## src/rtl/uart_tx_fifo.sv

```systemverilog
// Byte FIFO feeding the uart_tx serializer with spaced start pulses.
// A guard interval between pulses stands in for the serializer's missing busy flag.
module uart_tx_fifo #(
    parameter int CLOCK_FREQUENCY = 27000000,
    parameter int BAUD_RATE       = 115200,
    parameter int DEPTH           = 16
) (
    input  logic                     clk,
    input  logic                     rst_n,
    input  logic [7:0]               in_data,
    input  logic                     in_valid,
    output logic                     in_ready,
    output logic                     tx_start,
    output logic [7:0]               tx_data,
    output logic [$clog2(DEPTH):0]   level,
    output logic                     busy
);

    localparam int DIV        = CLOCK_FREQUENCY / BAUD_RATE;
    localparam int GAP_CYCLES = 12 * DIV;
    localparam int AW         = $clog2(DEPTH);
    localparam int CW         = $clog2(GAP_CYCLES + 1);

    // A pulse reloads GAP-1 so the next expiry lands exactly GAP cycles later;
    // reset loads one more so nothing fires inside the first GAP cycles.
    localparam logic [CW-1:0] GAP_LOAD = CW'(GAP_CYCLES - 1);
    localparam logic [CW-1:0] RST_LOAD = CW'(GAP_CYCLES);
    localparam logic [AW:0]   FULL     = (AW + 1)'(DEPTH);

    typedef enum logic {
        IDLE,
        GUARD
    } state_t;

    state_t         state;
    logic [CW-1:0]  cnt;
    logic [7:0]     mem [DEPTH];
    logic [AW-1:0]  wr_ptr;
    logic [AW-1:0]  rd_ptr;
    logic           push;
    logic           pop;
    logic           empty;

    assign empty    = (level == '0);
    assign in_ready = rst_n && (level != FULL);
    assign push     = in_valid && in_ready;
    assign pop      = !empty && ((state == IDLE) || (cnt == '0));
    assign busy     = !empty || (state == GUARD);

    // Storage: write the offered byte on every accepted push
    always_ff @(posedge clk) begin
        if (push) begin
            mem[wr_ptr] <= in_data;
        end
    end

    // Pointers wrap naturally; occupancy tracks push/pop balance
    always_ff @(posedge clk) begin
        if (!rst_n) begin
            wr_ptr <= '0;
            rd_ptr <= '0;
            level  <= '0;
        end else begin
            if (push) begin
                wr_ptr <= wr_ptr + 1'b1;
            end
            if (pop) begin
                rd_ptr <= rd_ptr + 1'b1;
            end
            case ({push, pop})
                2'b10:   level <= level + 1'b1;
                2'b01:   level <= level - 1'b1;
                default: level <= level;
            endcase
        end
    end

    // Pulse FSM: pop and pulse, then hold off for the guard interval
    always_ff @(posedge clk) begin
        if (!rst_n) begin
            state    <= GUARD;
            cnt      <= RST_LOAD;
            tx_start <= 1'b0;
            tx_data  <= 8'h00;
        end else begin
            tx_start <= 1'b0;
            if (pop) begin
                tx_start <= 1'b1;
                tx_data  <= mem[rd_ptr];
                state    <= GUARD;
                cnt      <= GAP_LOAD;
            end else if (state == GUARD) begin
                if (cnt == '0) begin
                    state <= IDLE;
                end else begin
                    cnt <= cnt - 1'b1;
                end
            end
        end
    end

endmodule

```

## config.mk

```make
export PLATFORM = sky130hd
export DESIGN_NAME = uart_tx_fifo
export DESIGN_NICKNAME = d
export VERILOG_FILES = /design/src/rtl/uart_tx_fifo.sv
export SDC_FILE = /design/constraint.sdc
export NUM_CORES = 1
export LEC_CHECK = 0
export CAP_MARGIN = 20
export CORE_ASPECT_RATIO = 1.2
export CORE_MARGIN = 5
export CORE_UTILIZATION = 30
export DETAILED_ROUTE_END_ITERATION = 12
export DONT_BUFFER_PORTS = 1
export GPL_ROUTABILITY_DRIVEN = 0
export PLACE_DENSITY_LB_ADDON = 0.3
export SLEW_MARGIN = 20
export SYNTH_ARGS = -nofsm -noshare
export SYNTH_HDL_FRONTEND = slang
export SYNTH_SLANG_ARGS = --single-unit
```

## constraint.sdc

```tcl
create_clock -name clk -period 3.2 [get_ports clk]
set_input_delay 0.96 -clock clk [delete_from_list [all_inputs] [get_ports clk]]
set_output_delay 0.96 -clock clk [all_outputs]
set_load 0.02 [all_outputs]
```

==> metrics.md <==
| Metric | Value |
|---|---|
| Max Clk Rate | `approximately 0.34 GHz` |
| Clock slew at reported path FFs | `60 ps` |
| DR vias | `3477` |
| Die H | `~170 um` |
| Total grt overflow | `0` |
| Power density over cell area | `roughly 570 nW/um2` |
| Multi-input logic area | `slightly below 2000 um2` |
| Die X | `approximately 150 um` |
| GRT Total Usage | `11.28%` |
| Vias per cell | `between 4 and 5` |
| Type of the worst setup path | `reg2reg` |
| Die area | `25080 um2` |
| Vias in the first global route | `~3700` |
| Final min period | `between 2000 and 3000 ps` |
| Antenna-violating nets left | `0` |
| Post-synthesis mux area share | `11.22%` |
| XOR/XNOR Fraction of Synth Area | `2.389%` |
| RSZ-0062 raised after global routing | `no` |
| Critical path capture point type | `flip-flop` |
| Area contributors post-synth | `edfxtp_1 (58%), mux4_2 (11%), dfxtp_1 (11%), a22o_1 (2.1%), ha_1 (2.1%)` |
| Final Skew | `between 10 and 15 ps` |
| Max FO, Critical Path | `12` |
| Cells after Synth | `409` |
| Combinational power share | `under 10%` |
| Clock Latency Late Sink | `approximately 420 ps` |
| Share of layout cells above drive strength 1 | `22.82%` |
| Core box area | `21700 um2` |
| H-tree depth | `4` |
| Worst-Margin Slew | `approximately 740 ps` |
| EDFF count, synth | `between 100 and 150` |
| Final #Nets | `~460` |
| Final period util | `between 90% and 100%` |
| Main combinational cell family by area after synthesis | `multiplexers` |
| Reg2Reg Depth | `11` |
| Total area of sequential cells | `between 4000 and 5000 um2` |
| Tot Pwr | `~4400 uW` |
| Initial DRC count | `roughly 120` |
| FF-to-FF End | `level[4]` |
| IO buf count | `0` |
| Max_slew headroom | `roughly half` |
| Post-synthesis sequential area ratio | `about 69%` |
| Hold Path Stages | `2` |
| Routed len/inst | `18.67 um` |
| Clock Power Share | `about 45%` |
| Post-DP HPWL | `between 9 and 10 mm` |
| Largest net degree at the start of global routing | `35` |
| Final slew viol count | `0` |
| Most numerous cell in the Yosys netlist | `edfxtp_1` |
| Ys flop type | `edfxtp_1` |
| Pre-Repair DR Iteration Count | `4` |
| Sw Ratio | `roughly a fifth` |
| Worst setup margin | `around 230 ps` |
| Critical-path cell list | `or3_1 > o41a_4 > nor2_4 > ha_2 > xor2_1 > ha_1 > o21a_1 > o21ai_0 > nand2b_1 > a211oi_2 > mux2i_1` |
| Lkg Pwr | `0.002457 uW` |
| Num CTS Buffers | `17` |
| Power Internal | `3497 uW` |
| First-pass GRT wire length | `21.45 mm` |
| Syn nets | `approximately 430` |
| Max-Cap Viols | `0` |
| WL final | `13.46 mm` |
| Initial antenna violation count | `0` |
| Worst EP arrival | `3320 ps` |
| Fill cell count | `approximately 2100` |
| Cts hold-fix bufs | `0` |
| Final Hold Vio Count | `0` |
| Worst hold slack | `around 500 ps` |
| Residual DRC count | `0` |
| Async SR Flop Fraction | `0%` |
| CTS Sinks | `163` |
| Commonest cells in the netlist | `edfxtp_1 (128), nor2_1 (36), dfxtp_1 (35)` |
| Setup crit start kind | `flip-flop` |
| CTS Buffer Depth | `2` |
| Rows | `59` |
| Cell chosen for the clock root | `clkbuf_16` |
| Mapped cell area | `roughly 6600 um2` |
| CTS tree | `done` |
| Syn avg cell area | `between 15 and 20 um2` |
| Num ports | `27` |
| Max VDD drop | `between 0.0002 and 0.0003 V` |
| Flop pwr share | `between 50% and 60%` |
| Hold crit path type | `reg2reg` |
| Distinct cells, synth | `48` |
| Pre-CTS setup slack | `140.7 ps` |
| Antenna diodes | `0` |
| # setup viols final | `0` |
| Min-delay src | `cnt[11]` |
| Post-Synth Simple-Gate Area | `about 7.6%` |
| Initial Utilization | `between 30 and 40%` |
| Max stage delay on crit path | `570 ps` |
| Synth top area share | `between 50% and 60%` |
| Compound-Gate Fraction of Synth Area | `under 10%` |
| Adder-cell area share of the yosys netlist | `2.085%` |
| R2R Setup Slk | `roughly 230 ps` |
| Ys Warns | `0` |
| Setup TNS | `0 ps` |
| Min-Delay Endpoint | `cnt[11]` |
| Crit-path slowest cell | `o41a_4` |
| Area delta synth->final | `15.83%` |
| Cell taking the most area after synthesis | `edfxtp_1` |
| P_sw | `about 890 uW` |
| Flops & latches, synth | `163` |
| Status | `finished, final reports clean` |
| Req. time, crit path | `between 3000 and 4000 ps` |
| FF-to-FF Start | `cnt[8]` |
-- worst max path at each step --
stage                 from       end  slack (ps)  depth (start not counted)
floorplan            rst_n  level[4]           3                         13
global placement    cnt[8]  level[4]         230                         11
detailed placement  cnt[4]  level[4]         140                         11
CTS                 cnt[4]  level[4]         120                         11
global route        cnt[8]  level[4]          50                         11
finish              cnt[8]  level[4]         230                         11
-- registers in the layout, summed over array words and instances (netlist names) --
register and cells:
tx_data 8, mem 128, tx_start 1, state 1, rd_ptr 4, wr_ptr 4
level 5, cnt 12
-- metal layers --
layer | share of wire, % | global-route usage (%) | vias to the layer above
met1 | 41 | 13.12 | 1760
met3 | 5.2 | 3.198 | 17
li1 | - | - | 1624
met5 | 0 | 0 | -
met2 | 52 | 19.88 | 76
met4 | 1.6 | 4.341 | 0
-- per-stage QoR --
stage	util [%]	cell area (um2)	std cells
floorplan	-	6626	409
finish	35.22	7645	721
detailed placement	32.59	7073	689
CTS	35.21	7642	721
global route	35.22	7645	721
global placement	32.59	7073	689
-- final cells by class --
cell class | count | share of cell area, %
clock buffers | 19 | 5.663
flip-flops and latches | 163 | 59.46
repair buffers | 28 | 2.750
inverters | 8 | 0.4255
well taps | 274 | 4.484
clock inverters | 13 | 1.784
multi-input cells | 216 | 25.43
-- worst max-delay path, delay by kind of cell, from the launching register on --
family | cells | cell delay (ps)
AO/OA/AOI/OAI | 4 | 1130
AND/OR/NAND/NOR | 3 | 640
adder cells (fa/ha/maj) | 2 | 500
flip-flops | 1 | 340
multiplexers | 1 | 200
XOR/XNOR | 1 | 100
-- power by group through the flow --
stage,Combinational (uW),Sequential (uW),Clock (uW)
finish,114,2320,1950
global route,128,2320,2100
CTS,117,2320,2000
detailed placement,117,2360,0
global placement,114,2360,0
floorplan,80.7,2360,0
-- timing repair --
item,4_1_cts,5_1_grt
buffers inserted,0,0
endpoints found under the setup margin,0,1
gates resized for setup,0,1
-- layout by cell type, fill, tap and decap left out, types with 2 or more instances in the layout --
| cell | count |
|---|---|
| edfxtp_1 | 128 |
| nor2_1 | 36 |
| dfxtp_1 | 34 |
| mux4_2 | 32 |
| buf_4 | 28 |
| nand2_1 | 23 |
| clkbuf_16 | 17 |
| a22o_1 | 16 |
| xnor2_1 | 10 |
| ha_1 | 10 |
| nand2b_1 | 9 |
| nor3_1 | 9 |
| xor2_1 | 8 |
| o22ai_1 | 8 |
| inv_1 | 7 |
| a21oi_1 | 6 |
| o21ai_0 | 6 |
| or3_1 | 4 |
| nand3_1 | 4 |
| clkinvlp_4 | 3 |
| clkinv_4 | 3 |
| a211oi_1 | 2 |
| nor2b_1 | 2 |
| nand3b_1 | 2 |
| o31ai_1 | 2 |
| mux2i_1 | 2 |
| nand4_1 | 2 |
| a311oi_1 | 2 |
| o211ai_1 | 2 |
| clkbuf_1 | 2 |
| bufinv_16 | 2 |
| clkinv_2 | 2 |
-- kinds of logic after synthesis --
group / after synthesis
DFF: 163
buffers and inverters: 30
adders and majority gates: 11
AOI/OAI and AO/OA: 51
muxes: 34
xor gates and xnor gates: 18
and+or+nand+nor: 102
(Power assumes the default switching activity.)
